==> config.mk <==
export PLATFORM = sky130hd
export DESIGN_NAME = pc_fetch_ctrl_flat
export DESIGN_NICKNAME = d
export VERILOG_FILES = /design/src/rtl/cpu_types_pkg.sv /design/src/rtl/pc_fetch_ctrl_if.sv /design/src/rtl/fetch_skid_buf.sv /design/src/rtl/pc_fetch_ctrl.sv /design/src/flat_wrapper.sv
export SDC_FILE = /design/constraint.sdc
export NUM_CORES = 1
export LEC_CHECK = 0
export CORE_MARGIN = 5
export CORE_UTILIZATION = 46
export CTS_CLUSTER_SIZE = 25
export DETAILED_ROUTE_END_ITERATION = 8
export GPL_TIMING_DRIVEN = 0
export PLACE_DENSITY = 0.82
export SYNTH_ARGS = -nofsm -noshare
export SYNTH_HDL_FRONTEND = slang
export SYNTH_HIERARCHICAL = 1
export SYNTH_SLANG_ARGS = --single-unit
==> constraint.sdc <==
create_clock -name CLK -period 4.61 [get_ports CLK]
set_input_delay 0.922 -clock CLK [delete_from_list [all_inputs] [get_ports CLK]]
set_output_delay 0.922 -clock CLK [all_outputs]
set_load 0.01 [all_outputs]
==> src/rtl/cpu_types_pkg.sv <==
// Shared types for the fetch slice: word type, next-PC select codes and
// fetch controller states.
package cpu_types_pkg;

    typedef logic [31:0] word_t;

    // Select codes understood by the external next-PC mux.
    typedef enum logic [1:0] {
        NPC_PLUS4  = 2'd0,
        NPC_JR     = 2'd1,
        NPC_BRANCH = 2'd2,
        NPC_JUMP   = 2'd3
    } npc_sel_t;

    typedef enum logic [1:0] {
        FETCH  = 2'd0,
        HOLD   = 2'd1,
        DRAIN  = 2'd2,
        HALTED = 2'd3
    } fetch_state_t;

    localparam word_t PC_STEP = 32'd4;

    // Execute-stage redirects are older than decode-stage jumps, so they win;
    // a taken branch outranks a register jump.
    function automatic npc_sel_t npc_select(input logic branch_taken,
                                            input logic jump_reg_valid,
                                            input logic jump_valid);
        if (branch_taken)
            return NPC_BRANCH;
        else if (jump_reg_valid)
            return NPC_JR;
        else if (jump_valid)
            return NPC_JUMP;
        else
            return NPC_PLUS4;
    endfunction

endpackage

==> src/rtl/pc_fetch_ctrl_if.sv <==
// Bundle of redirect, next-PC mux, icache and IF/ID signals around the
// fetch controller. master = fetch controller, slave = its surroundings.
interface pc_fetch_ctrl_if;
    import cpu_types_pkg::*;

    // redirect requests and next-PC mux
    logic        branchTaken;
    logic        jumpRegValid;
    logic        jumpValid;
    logic [1:0]  nextPCSelect;
    word_t       nextPC;
    word_t       pc;
    word_t       pcPlus4;

    // icache
    logic        iRequest;
    word_t       iAddr;
    logic        iHit;
    word_t       iData;

    // IF/ID and pipeline control
    logic        stall;
    logic        halt;
    logic        instrValid;
    word_t       instr;
    word_t       instrPC;

    modport master (
        input  branchTaken, jumpRegValid, jumpValid, nextPC,
        input  iHit, iData, stall, halt,
        output nextPCSelect, pc, pcPlus4, iRequest, iAddr,
        output instrValid, instr, instrPC
    );

    modport slave (
        output branchTaken, jumpRegValid, jumpValid, nextPC,
        output iHit, iData, stall, halt,
        input  nextPCSelect, pc, pcPlus4, iRequest, iAddr,
        input  instrValid, instr, instrPC
    );

endinterface

==> src/rtl/fetch_skid_buf.sv <==
// One-entry {instr, pc} holding register that catches an icache hit
// returning while IF/ID is stalled.
module fetch_skid_buf
    import cpu_types_pkg::*;
(
    input  logic  CLK,
    input  logic  RST,
    input  logic  load,
    input  logic  clear,
    input  word_t load_instr,
    input  word_t load_pc,
    output logic  valid,
    output word_t instr,
    output word_t pc
);

    // Capture on load, drop on clear; clear wins so a discard is never lost.
    always_ff @(posedge CLK or posedge RST) begin
        // NOTE: state registers use non-blocking assignments so every flop
        // samples pre-edge values regardless of statement order.
        if (RST) begin
            valid <= 1'b0;
            instr <= '0;
            pc    <= '0;
        end else if (clear) begin
            valid <= 1'b0;
            instr <= '0;
            pc    <= '0;
        end else if (load) begin
            valid <= 1'b1;
            instr <= load_instr;
            pc    <= load_pc;
        end
    end

endmodule

==> src/rtl/pc_fetch_ctrl.sv <==
// IF-stage fetch controller: owns the PC, issues icache reads, steers the
// next-PC mux and delivers instructions to IF/ID via a registered output
// backed by a one-entry skid buffer.
module pc_fetch_ctrl
    import cpu_types_pkg::*;
#(
    parameter word_t RESET_PC = 32'h0000_0000
) (
    input  logic              CLK,
    input  logic              RST,
    pc_fetch_ctrl_if.master   bus
);

    fetch_state_t state_q;
    word_t        pc_q;
    word_t        redirect_target_q;
    logic         instr_valid_q;
    word_t        instr_q;
    word_t        instr_pc_q;

    logic         redirect;
    npc_sel_t     npc_sel;
    logic         skid_load;
    logic         skid_clear;
    logic         skid_valid;
    word_t        skid_instr;
    word_t        skid_pc;

    // Redirect decode and skid control, evaluated every cycle.
    always_comb begin
        // NOTE: every always_comb output gets a default first so no path
        // leaves it unassigned and infers a latch.
        npc_sel    = npc_select(bus.branchTaken, bus.jumpRegValid, bus.jumpValid);
        redirect   = bus.branchTaken | bus.jumpRegValid | bus.jumpValid;
        skid_load  = 1'b0;
        skid_clear = 1'b0;
        if (bus.halt) begin
            skid_clear = 1'b1;
        end else if (state_q == FETCH) begin
            skid_load = !redirect && bus.iHit && bus.stall;
        end else if (state_q == HOLD) begin
            skid_clear = redirect || !bus.stall;
        end
    end

    fetch_skid_buf u_skid (
        .CLK        (CLK),
        .RST        (RST),
        .load       (skid_load),
        .clear      (skid_clear),
        .load_instr (bus.iData),
        .load_pc    (pc_q),
        .valid      (skid_valid),
        .instr      (skid_instr),
        .pc         (skid_pc)
    );

    // Fetch FSM with PC, redirect target and IF/ID output register.
    // pc_q only moves on a hit or outside a request, so iAddr is stable
    // across a pending miss.
    always_ff @(posedge CLK or posedge RST) begin
        if (RST) begin
            state_q           <= FETCH;
            pc_q              <= RESET_PC;
            redirect_target_q <= '0;
            instr_valid_q     <= 1'b0;
            instr_q           <= '0;
            instr_pc_q        <= '0;
        end else if (bus.halt) begin
            state_q       <= HALTED;
            instr_valid_q <= 1'b0;
        end else begin
            case (state_q)
                FETCH: begin
                    if (redirect) begin
                        instr_valid_q <= 1'b0;
                        if (bus.iHit) begin
                            pc_q <= bus.nextPC;
                        end else begin
                            redirect_target_q <= bus.nextPC;
                            state_q           <= DRAIN;
                        end
                    end else if (bus.iHit) begin
                        pc_q <= bus.nextPC;
                        if (bus.stall) begin
                            state_q <= HOLD;
                        end else begin
                            instr_q       <= bus.iData;
                            instr_pc_q    <= pc_q;
                            instr_valid_q <= 1'b1;
                        end
                    end else if (!bus.stall) begin
                        instr_valid_q <= 1'b0;
                    end
                end
                HOLD: begin
                    if (redirect) begin
                        instr_valid_q <= 1'b0;
                        pc_q          <= bus.nextPC;
                        state_q       <= FETCH;
                    end else if (!bus.stall) begin
                        instr_q       <= skid_instr;
                        instr_pc_q    <= skid_pc;
                        instr_valid_q <= skid_valid;
                        state_q       <= FETCH;
                    end
                end
                DRAIN: begin
                    instr_valid_q <= 1'b0;
                    if (bus.iHit) begin
                        pc_q              <= redirect ? bus.nextPC : redirect_target_q;
                        redirect_target_q <= '0;
                        state_q           <= FETCH;
                    end else if (redirect) begin
                        redirect_target_q <= bus.nextPC;
                    end
                end
                HALTED: begin
                    instr_valid_q <= 1'b0;
                end
                default: begin
                    state_q <= FETCH;
                end
            endcase
        end
    end

    assign bus.nextPCSelect = npc_sel;
    assign bus.pc           = pc_q;
    assign bus.pcPlus4      = pc_q + PC_STEP;
    assign bus.iAddr        = pc_q;
    assign bus.iRequest     = !RST && ((state_q == FETCH) || (state_q == DRAIN));
    assign bus.instrValid   = instr_valid_q;
    assign bus.instr        = instr_q;
    assign bus.instrPC      = instr_pc_q;

endmodule
==> src/flat_wrapper.sv <==
// flat-port wrapper written by rule: the top's interface ports become plain ports
module pc_fetch_ctrl_flat import cpu_types_pkg::*;
#(
    parameter word_t RESET_PC = 32'h0000_0000
)
  (CLK, RST, bus_branchTaken, bus_jumpRegValid, bus_jumpValid, bus_nextPC, bus_iHit, bus_iData, bus_stall, bus_halt, bus_nextPCSelect, bus_pc, bus_pcPlus4, bus_iRequest, bus_iAddr, bus_instrValid, bus_instr, bus_instrPC);
  pc_fetch_ctrl_if bus_i ();
  input  logic CLK;
  input  logic RST;
  input wire logic [$bits(bus_i.branchTaken)-1:0] bus_branchTaken;
  input wire logic [$bits(bus_i.jumpRegValid)-1:0] bus_jumpRegValid;
  input wire logic [$bits(bus_i.jumpValid)-1:0] bus_jumpValid;
  input wire logic [$bits(bus_i.nextPC)-1:0] bus_nextPC;
  input wire logic [$bits(bus_i.iHit)-1:0] bus_iHit;
  input wire logic [$bits(bus_i.iData)-1:0] bus_iData;
  input wire logic [$bits(bus_i.stall)-1:0] bus_stall;
  input wire logic [$bits(bus_i.halt)-1:0] bus_halt;
  output wire logic [$bits(bus_i.nextPCSelect)-1:0] bus_nextPCSelect;
  output wire logic [$bits(bus_i.pc)-1:0] bus_pc;
  output wire logic [$bits(bus_i.pcPlus4)-1:0] bus_pcPlus4;
  output wire logic [$bits(bus_i.iRequest)-1:0] bus_iRequest;
  output wire logic [$bits(bus_i.iAddr)-1:0] bus_iAddr;
  output wire logic [$bits(bus_i.instrValid)-1:0] bus_instrValid;
  output wire logic [$bits(bus_i.instr)-1:0] bus_instr;
  output wire logic [$bits(bus_i.instrPC)-1:0] bus_instrPC;
  assign bus_i.branchTaken = bus_branchTaken;
  assign bus_i.jumpRegValid = bus_jumpRegValid;
  assign bus_i.jumpValid = bus_jumpValid;
  assign bus_i.nextPC = bus_nextPC;
  assign bus_i.iHit = bus_iHit;
  assign bus_i.iData = bus_iData;
  assign bus_i.stall = bus_stall;
  assign bus_i.halt = bus_halt;
  assign bus_nextPCSelect = bus_i.nextPCSelect;
  assign bus_pc = bus_i.pc;
  assign bus_pcPlus4 = bus_i.pcPlus4;
  assign bus_iRequest = bus_i.iRequest;
  assign bus_iAddr = bus_i.iAddr;
  assign bus_instrValid = bus_i.instrValid;
  assign bus_instr = bus_i.instr;
  assign bus_instrPC = bus_i.instrPC;
  pc_fetch_ctrl #(.RESET_PC(RESET_PC)) u_core (.CLK(CLK), .RST(RST), .bus(bus_i));
endmodule
* Word level (Yosys, flattened, before mapping) *
Cells that the tools add are included.

word-level totals
  register bits = 196
  input bits = 72
  output and inout bits = 164
  logic and storage cells = 103

operators by class
  $add $sub $neg = 1
  equality and inequality tests = 18
  mux-type cells = 52
  bitwise operators = 3
  reductions and logical operators = 20

operator list
  operator                 count
  $mux W32                 21
  $pmux W32 S2             3
  $pmux W32 S3             1
  $add A32 B3 Y32 const B  1
  $mux W2                  11
  $ne A4 B3 Y1 const B     4
  $mux W1                  14
  $ne A2 B2 Y1 const B     7
  $reduce_and A7 Y1        1
  $pmux W2 S3              1
  $reduce_and A6 Y1        1
  $reduce_bool A2 Y1       3
  $reduce_and A5 Y1        1
  $eq A2 B2 Y1 const B     2
  $ne A2 B1 Y1 const B     2
  $ne A4 B4 Y1 const B     1
  $reduce_and A4 Y1        1
  $reduce_bool A4 Y1       1
  $logic_and A1 B1 Y1      3
  $logic_not A1 Y1         3
  $ne A3 B3 Y1 const B     1
  $pmux W1 S3              1
  $reduce_bool A3 Y1       1
  $eq A2 B1 Y1 const B     1
  other kinds (6)          8

* Depth between registers and ports, before layout *
  depth after elaboration = 9
  gate-level depth with buffers = 9
  depth with buffers taken out = 6

* Modules after synthesis *
The synthesis kept the hierarchy.

by module, submodules not included
  module          times used  cells each  area each (µm²)  sequential area each (µm²)
  pc_fetch_ctrl   1           679         7576.0           3278.1
  fetch_skid_buf  1           210         2640.0           1626.6

* Worst setup path before layout *
OpenSTA, ideal clock, no wires.

  kind = reg-to-output
  start point = reg u_core.pc_q[4] (netlist: u_core/bus.iAddr[4])
  end point = out bus_pcPlus4[28]
  arrival = 1606 ps
  data required time = 3688 ps
  slack = 2082 ps
  cell stages (with the launch flop) = 7
  buffers on the path = 2
  path through = dfrtp_1 > buf_2 > and4_1 > and3_1 > clkbuf_1 > nand4_1 > xnor2_1

between the ends
  cells in the longest elaborated chain, start to end = 1

ends and longest elaborated chain
  element                 line                  RTL
  from (decl)             pc_fetch_ctrl.sv:15   word_t pc_q;
  from (signal assigned)  pc_fetch_ctrl.sv:78   pc_q <= bus.nextPC;
  from (signal assigned)  pc_fetch_ctrl.sv:84   pc_q <= bus.nextPC;
  from (signal assigned)  pc_fetch_ctrl.sv:99   pc_q <= bus.nextPC;
  $add A32 B3 Y32         pc_fetch_ctrl.sv:130  assign bus.pcPlus4 = pc_q + PC_STEP;
  to (decl)               flat_wrapper.sv:20    output wire logic [$bits(bus_i.pcPlus4)-1:0] bus_pcPlus4;

Every way passes these cells.

* Worst setup path after layout *
  start point = reg u_core.pc_q[3] (netlist: u_core/bus.iAddr[3])
  end point = out bus_pcPlus4[20]

The elaborated chain is that of the path after synthesis.

==> flow_summary.yaml <==
drt:
  dr.pass1.iters: 5
  wl_um: 27300
  remaining_drc_errors: 0
  dr_total_vias: 7678
  drtIter0Drc: 429
  ant_nets: 0
  wl_per_cell_um: 19.0
  routed_via_density: 5.35
clocking:
  cts_resized: 0
  clock_latency_ns: 0.42
  clk_pin_slew_ns: 0.07
  h-tree-depth: 4
  cts_buffers: 17
  cts.sinks: 196
  cts_hold_buf: 0
  root_buffer: "clkbuf_16"
  clk_path_buf_depth: 2
  cts_tree: "done"
  cts_setup_buffers: 0
global_route:
  grt_pass1_vias: 7971
  grt_pass1_wl_um: 44400
  grt_max_degree: 69
  overflow: 0
  antenna_found_initial: 0
  grtUsageTotal_pct: 21.3
synth:
  synth_flop_cell: "dfrtp_1"
  synth_mux_area_share_pct: 15.9
  synth_edf_count: 0
  async_flop_share_pct: 100
  syn_avg_cell_area_um2: 11.5
  synth-compound-area-share_pct: 16.5
  yosys.area_share.adder_pct: 0.857
  ys_warn_count: 6
  syn_nets: 968
  synth_top_family_by_area: "compound AO/OA/AOI/OAI gates"
  synth_seq_cells: 196
  synth_cell_types: 50
  syn-cell-area_mm2: 0.0102
  yosysSeqAreaShare_pct: 48.0
  synth-simple-area-share_pct: 7.68
  netlist_instances: 889
  synth_xor_area_share_pct: 2.40
floorplan:
  rows: 54
  die_height_um: 159
  die_x_um: 159
  start_util_pct: 46.8
  die_area_mm2: 0.0253
  coreArea_mm2: 0.0218
  boundaryPins: 236
min_path:
  hold_class: "reg -> reg"
  worst_hold_path.num_cells: 1
  hold-path-endpoint: "u_core/redirect_target_q[4]$_DFFE_PP0P_"
  hold_path.startpoint: "u_core/redirect_target_q[4]$_DFFE_PP0P_"
placed_design:
  gp_congestion: 0.833
  numPlacedInstances: 1404
  dp_hpwl_um: 20000
  place_area_mm2: 0.0129
  io_buffer_count: 234
setup_path:
  worstSetupEndpointType: "output port"
  slowest_stage: "dfrtp_1"
  crit_required_ns: 3.69
  crit_chain: "ha_1, and3_1, clkbuf_1, nand3_1, xnor2_1, clkdlybuf4s50_1"
  rrSetupSlack_ns: 2.20
  r2r_cells: 7
  worst-path-buf-inv: 2
  crit_family: "buffers and inverters"
  critPathKind: "reg -> out"
  startpoint: "u_core/bus.iAddr[3]$_DFFE_PP0P_"
  r2r_end: "u_core/u_skid/pc[28]$_DFFE_PP0P_"
  cp.arrival_ns: 3.10
  reg2reg_from: "u_core/state_q[0]$_DFFE_PP0P_"
  cp_max_fo: 10
  start_kind: "register"
  critPathMaxStageDelay_ns: 0.59
final_layout:
  final_core_util_pct: 62.0
  nNetsFinal: 1222
  final_cells: 1436
  fin_area_mm2: 0.0135
  antennaDiodeCount: 0
  drive_gt1_share_pct: 20.8
  syn_to_final_growth_pct: 32.4
timing:
  tns_ns: 0
  finalMaxSlewViolations: 0
  fin_crit_ns: 4.03
  grt_setup_unrepaired: "no"
  worst_pin_slew_ns: 0.859
  min_period_over_period_pct: 87.3
  slew_headroom_pct: 42.8
  hold_viol: 0
  setup_viol: 0
  fmax_mhz: 248
  clock_skew_ns: 0.00926
pwr:
  cellLeakagePower_nw: 5.44
  power_mw: 8.59
  irDropWorstVdd_mv: 0.380
  powerDensity_mw_per_mm2: 635
job:
  max_cap_violations: 0
run_status:
  outcome: "finished clean"
## worst reg2reg max path, stage by stage, from the launching register on
cell,delay [ns]
dfrtp_1,0.43
inv_1,0.11
ha_1,0.21
clkbuf_1,0.21
o31ai_1,0.37
buf_2,0.37
clkbuf_1,0.46
nor2_1,0.12
## worst max-delay path by stage
stage | endpoint | slack [ns] | cells after the start
after floorplan | u_core/bus.iAddr[0]$_DFFE_PP0P_ | 0.19 | 1
after global placement | u_core/bus.instr[11]$_DFFE_PP0P_ | -1.85 | 2
after detailed placement | bus_pcPlus4[20] | 1.09 | 6
after CTS | bus_pcPlus4[20] | 0.58 | 6
after global routing | bus_pcPlus4[20] | 0.42 | 6
final | bus_pcPlus4[20] | 0.58 | 6
## cell usage after synthesis, drive strengths merged (2+ instances only)
cell type	instances	area share, %
xor2	5	0.43
buf	84	7.6
a21oi	132	11
nand2b	2	0.12
clkbuf	17	0.65
xnor2	23	2.0
o21ai	35	1.7
ha	7	0.86
nand3	11	0.54
nand2	44	1.6
inv	11	0.40
o22ai	2	0.26
dfrtp	196	48
nor4	2	0.27
a221o	3	0.31
and3	7	0.43
and2	2	0.15
a22o	31	2.7
a211oi	2	0.20
nand4	14	0.92
mux2i	161	16
nor3	5	0.29
nor2	79	2.9
and4	2	0.17
## final cells by class
cell class | count | area (um^2)
timing repair buffer | 235 | 2370
buffer | 101 | 842
clock buffer | 20 | 437
clock inverter | 12 | 146
tap | 280 | 350
inverter | 11 | 48.8
fill | 1808 | 8300
sequential | 196 | 4900
multi-input combinational | 581 | 4430
## cells in the final DEF (no fill, tap or decap), types with 20 or more instances in the layout
cell type	count
a21oi_2	112
a21oi_1	20
buf_4	43
xnor2_1	23
nand2_1	44
dfrtp_1	196
clkdlybuf4s50_1	234
a22o_1	31
mux2i_1	161
nor2_1	79
o21ai_0	34
## state kept, by name, indices dropped and copies added (netlist names)
signal / count
u_core/redirect_target_q: 32
u_core/bus.instrValid: 1
u_core/bus.instr: 32
u_core/state_q: 2
u_core/u_skid/pc: 32
u_core/u_skid/instr: 32
u_core/bus.instrPC: 32
u_core/bus.iAddr: 32
u_core/u_skid/valid: 1
## layer usage
metal / track usage, % / vias to the layer above / part of all wire [%]
li1: - / 3605 / -
met1: 30.1 / 3804 / 46
met2: 34.2 / 246 / 47
met3: 4.97 / 23 / 5.9
met4: 4.07 / 0 / 1.1
met5: 0 / - / 0
## cells by family (layout without fill, tap and decap cells)
logic type,Yosys count,in the layout
flops,196,196
buf+inv,112,379
fa+ha+maj,7,7
mux,162,162
xor+xnor,28,28
simple gates,171,171
compound gates,213,213
## where the power goes
group	switching [mW]	internal [mW]
registers	0.681	2.28
logic	1.88	2.26
clock network	0.670	0.814
total	3.23	5.35
## metrics by stage
step	worst slack, ns	hold WS (ns)
3_5_place_dp	1.09	0.481
5_1_grt	0.418	0.514
3_3_place_gp	-1.85	0.481
2_1_floorplan	0.190	0.460
4_1_cts	0.578	0.506
6_report	0.585	0.499
Note: power is estimated with default switching activity, not from simulation.
==> RTL change 1 (config.mk and constraints unchanged) <==
Re-encode `fetch_state_t` (4 states) as one-hot, 4 bits wide.
--- a/src/rtl/cpu_types_pkg.sv
+++ b/src/rtl/cpu_types_pkg.sv
@@ -12,11 +12,11 @@
         NPC_JUMP   = 2'd3
     } npc_sel_t;
 
-    typedef enum logic [1:0] {
-        FETCH  = 2'd0,
-        HOLD   = 2'd1,
-        DRAIN  = 2'd2,
-        HALTED = 2'd3
+    typedef enum logic [3:0] {
+        FETCH  = 4'b0001,
+        HOLD   = 4'b0010,
+        DRAIN  = 4'b0100,
+        HALTED = 4'b1000
     } fetch_state_t;
 
     localparam word_t PC_STEP = 32'd4;
Formal check against the unedited RTL: same outputs for any inputs over 4 cycles, from zero or initial values and one cycle with RST high; so few cycles prove little.
==> RTL change 1 against the unedited design <==
  * Register-to-register slack got worse by 0.40 ns
  * Synthesized cell count fell by 4.8%
  * Hold slack is essentially flat
  * Routed wire length decreased by 0.75%
  * Setup slack got worse by 0.34 ns
  * Sequential cell count up 2
  * Non-clock buffer count shrank 7
  * Synthesized area shrank 5.1%
  * Critical path depth up 1
  * First-iteration DRC count rose by 2.6%
  * Final area decreased by 3.9%
  * Maximum frequency is 7.8% lower
  * Largest cell class unchanged
  * Highest routed layer unchanged
Power is not compared: it rests on default switching activity, and its combinational part moved more than twofold at a synthesized area within 25%.
==> RTL change 1: results (changes against the unedited design) <==
Ys flop type: dfrtp_1
Initial antenna violation count: 0 (unchanged)
Status: finished, final reports clean
Skew final: 0.01002 ns (+0.0007678 ns)
Vias in the first global route: 8012 (+0.51%)
Post-Synth Adder-Cell Area: 0.1291% (-0.73 points)
Post-DP Area: 12410 um^2 (-4.1%)
Critical path arrival: 3.44 ns (+0.34 ns)
Final net count: 1173 (-4.0%)
Share of post-route cells with drive strength above 1: 17.16% (-3.7 points)
First-pass GRT wire length: 43440 um (-2.1%)
GPL Wtd Cong: 0.8215 (-1.4%)
Routed Antenna Nets: 0 (unchanged)
Most instantiated cells after synthesis: dfrtp_1 (197), nor2_1 (145), mux2i_1 (130), a21oi_1 (57), mux2_2 (57)
Peak supply drop: 0.2311 mV
Gr usage total: 22.73% (+1.4 points)
Met1 Use GR: 29.17% (-0.92 points)
First-pass DRT Iterations: 4 (-1)
Syn_nets: 919 (-5.1%)
WL per Instance: 19.50 um (+2.7%)
Fillers: 1727 (-4.5%)
Max stage delay on crit path: 0.58 ns
Yosys cell types: 47 (-6.0%)
Synth Area in XOR/XNOR: 2.620% (+0.22 points)
Place WS: 0.7685 ns (-0.3172 ns)
Via density per instance: 5.325 (-0.41%)
Compound-Gate Fraction of Synth Area: 8.197% (-8.3 points)
Routing usage on met2: 37.48% (+3.3 points)
Synth area leaders: dfrtp_1 (51%), mux2i_1 (13%), mux2_2 (6.6%), nor2_1 (5.6%), buf_4 (3.5%)
Max clock buf depth: 2 (unchanged)
DP Wirelength: 19590 um (-2.1%)
Synth async-reset ratio: 100.0% (unchanged)
Number of diodes: 0 (unchanged)
1st-iter DRT viols: 440 (+2.6%)
Slew @ Worst Pin: 0.8624 ns (+0.003789 ns)
Post-synthesis mux area share: 20.74% (+4.9 points)
GR Layer Usage met3: 6.481% (+1.5 points)
Cts bufs inserted: 17 (unchanged)
CP max-delay cell: clkdlybuf4s50_1
Pleak: 5.495 nW
Setup bufs post-CTS: 0 (unchanged)
Clock Pin Slew Worst Setup and Hold Paths: 0.07 ns (about the same)
Post-synthesis sequential area ratio: 51.13% (+3.1 points)
Largest net degree at the start of global routing: 95 (+38%)
CTS Root Cell: clkbuf_16
[RTL change 1: cell types whose count changed after synthesis, sizes merged, moves of 6 or more]
cell   change
inv        -6
nor2      +66
mux2      +62
a21oi     -65
ha         -6
o21ai     -34
mux2i     -31
nand2     -34
[RTL change 1: path summary, 6_finish.rpt]
kind	from	cells after the start	slack, ns	endpoint
hold reg to reg	u_core/redirect_target_q[3]	1	0.50	u_core/redirect_target_q[3]
hold / removal	u_core/redirect_target_q[3]	1	0.50	u_core/redirect_target_q[3]
max in group asynchronous	RST	3	2.80	u_core/bus.instr[21]
setup / recovery	u_core/bus.iAddr[4]	7	0.25	bus_pcPlus4[17]
min in group asynchronous	RST	2	0.99	u_core/redirect_target_q[23]
setup reg to reg	u_core/state_q[2]	9	1.80	u_core/u_skid/instr[25]
[RTL change 1: kinds of logic (layout without fill, tap and decap cells)]
logic type | Yosys count | after routing
compound gates | 114 | 114
xor+xnor | 29 | 29
fa+ha+maj | 1 | 1
buf+inv | 99 | 366
flops | 198 | 198
mux | 193 | 193
simple gates | 212 | 212
[RTL change 1: layout make-up]
class                      count  area, um^2  area share (%)
buffer                        94       676.9           5.205
tap                          275       344.1           2.646
inverter                       5       26.28          0.2020
timing repair buffer         235        2370           18.22
clock inverter                13       137.6           1.058
clock buffer                  19       452.9           3.483
sequential                   198        4956           38.11
multi-input combinational    549        4041           31.08
[RTL change 1: where the power goes]
part | internal [W] | leakage (nW) | switching [W]
combinational | 0.000706 | 2.51 | 0.000446
clock | 0.000794 | 0.284 | 0.000705
sequential | 0.00191 | 2.70 | 0.000237
total | 0.00341 | 5.49 | 0.00139
[RTL change 1: metrics by stage]
stage,setup TNS [ns],cells
global route,0,1388
detailed placement,0,1356
finish,0,1388
global placement,-261.19,1355
floorplan,0,846
CTS,0,1388
[RTL change 1: worst register-to-register path, delay by kind of cell, from the launching register on]
kind | cells | cell delay (ns)
compound gates | 1 | 0.19
buf+inv | 6 | 1.71
flops | 1 | 0.37
simple gates | 2 | 0.41
[RTL change 1: layer usage]
metal | up-vias | wire length, um
met5 | - | 0
met4 | 0 | 594
met3 | 38 | 2012
met2 | 231 | 12990
met1 | 3692 | 11480
li1 | 3430 | -
==> RTL change 2 (same settings) <==
Made on the original files. Make the reset (`RST`) synchronous in 2 clocked blocks.
--- a/src/rtl/fetch_skid_buf.sv
+++ b/src/rtl/fetch_skid_buf.sv
@@ -15,7 +15,7 @@
 );
 
     // Capture on load, drop on clear; clear wins so a discard is never lost.
-    always_ff @(posedge CLK or posedge RST) begin
+    always_ff @(posedge CLK) begin
         // NOTE: state registers use non-blocking assignments so every flop
         // samples pre-edge values regardless of statement order.
         if (RST) begin
--- a/src/rtl/pc_fetch_ctrl.sv
+++ b/src/rtl/pc_fetch_ctrl.sv
@@ -58,7 +58,7 @@
     // Fetch FSM with PC, redirect target and IF/ID output register.
     // pc_q only moves on a hit or outside a request, so iAddr is stable
     // across a pending miss.
-    always_ff @(posedge CLK or posedge RST) begin
+    always_ff @(posedge CLK) begin
         if (RST) begin
             state_q           <= FETCH;
             pc_q              <= RESET_PC;
Behaviour: differs if RST is asserted again (counterexample within 4 cycles, from zero or initial values and one cycle with RST high); with RST held inactive, the same outputs for 4 cycles.
==> RTL change 2 against the unedited design <==
  * Final area fell by 9.2%
  * Global-route usage rose by 1.8 points
  * Die area fell by 12%
  * Routed wire length fell by 4.7%
  * Sequential cell count did not move
  * Synthesized area fell by 13%
  * Setup slack got worse by 0.23 ns
  * Critical path type unchanged
Power is not compared: it rests on default switching activity, and its combinational part moved more than twofold at a synthesized area within 25%.
==> RTL change 2: results (changes against the unedited design) <==
Status: finished, final reports clean
Fillers: 1626 (-10%)
Post-synthesis mux area share: 18.04% (+2.2 points)
Detailed Route WL: 26000 um (-4.7%)
Post-synthesis sequential area ratio: 43.90% (-4.1 points)
Vias in the first global route: 7649 (-4.0%)
Multi-input gate count: 607 (+4.5%)
Met1 wire length: 10490 um (-16%)
Met2 WL post-DR: 13150 um (+1.9%)
Multi-input combinational area share: 35.08% (+2.3 points)
# clk buffers: 18 (-10%)
Compound-Gate Fraction of Synth Area: 14.10% (-2.4 points)
Syn_nets: 994 (+2.7%)
GPL Wtd Cong: 0.8498 (+2.0%)
Synth async-reset ratio: 0% (-100 points)
Clock buf/inv share: 5.329% (+1.0 points)
Met3 WL post-DR: 2019 um (+26%)
Synth Area in XOR/XNOR: 2.744% (+0.34 points)
Setup crit end: bus_pcPlus4[29]
DP Wirelength: 19290 um (-3.6%)
Gr usage total: 23.19% (+1.8 points)
Critical path arrival: 3.34 ns (+0.24 ns)
Share of post-route cells with drive strength above 1: 11.41% (-9.4 points)
1st-iter DRT viols: 453 (+5.6%)
Synth area leaders: dfxtp_1 (44%), mux2i_1 (18%), nor2_1 (8.5%), a211oi_1 (5.7%), a211oi_2 (3.9%)
Final net count: 1248 (+2.1%)
Ys flop type: dfxtp_1
Worst reg2reg path depth: 9 (+2)
-- RTL change 2: cell count changes after synthesis, sizes merged, moves of 33 or more --
cell    unedited run  this run
dfrtp            196         0
a22oi              0        33
a21oi            132         3
nor2              79       203
a211oi             2        96
o21ai             35         2
dfxtp              0       196
-- RTL change 2: cell families after synthesis --
family,after synthesis
DFF,196
adders and majority gates,6
and+or+nand+nor,265
xor gates and xnor gates,28
muxes,161
buffers and inverters,113
AOI/OAI and AO/OA,147
-- RTL change 2: per-stage QoR --
| step | setup slack [ns] | utilization [%] | std cells | total power, W |
|---|---|---|---|---|
| 3_3_place_gp | 0.3895 | 60.31 | 1416 | 0.002891 |
| 4_1_cts | 0.2880 | 63.71 | 1448 | 0.004554 |
| 6_report | 0.3529 | 63.72 | 1449 | 0.004525 |
| 2_1_floorplan | 1.895 | - | 916 | 0.002444 |
| 3_5_place_dp | 0.4022 | 60.31 | 1416 | 0.002917 |
| 5_1_grt | 0.08331 | 63.72 | 1449 | 0.004711 |
-- RTL change 2: worst min-delay path by stage --
| stage | from | endpoint | cells past startpoint |
|---|---|---|---|
| 2_1_floorplan | u_core/u_skid/valid | u_core/u_skid/valid | 2 |
| 3_3_place_gp | u_core/u_skid/valid | u_core/u_skid/valid | 2 |
| 3_5_place_dp | u_core/u_skid/valid | u_core/u_skid/valid | 2 |
| 4_1_cts | u_core/u_skid/valid | u_core/u_skid/valid | 2 |
| 5_1_grt | u_core/u_skid/valid | u_core/u_skid/valid | 2 |
| 6_report | u_core/u_skid/valid | u_core/u_skid/valid | 2 |
-- RTL change 2: critical path, cell delays in order (launching register included) --
cell,delay [ns]
dfxtp_1,0.56
nand4_1,0.42
nor4_1,0.94
nand4_1,0.23
xnor2_1,0.20
clkdlybuf4s50_1,0.56
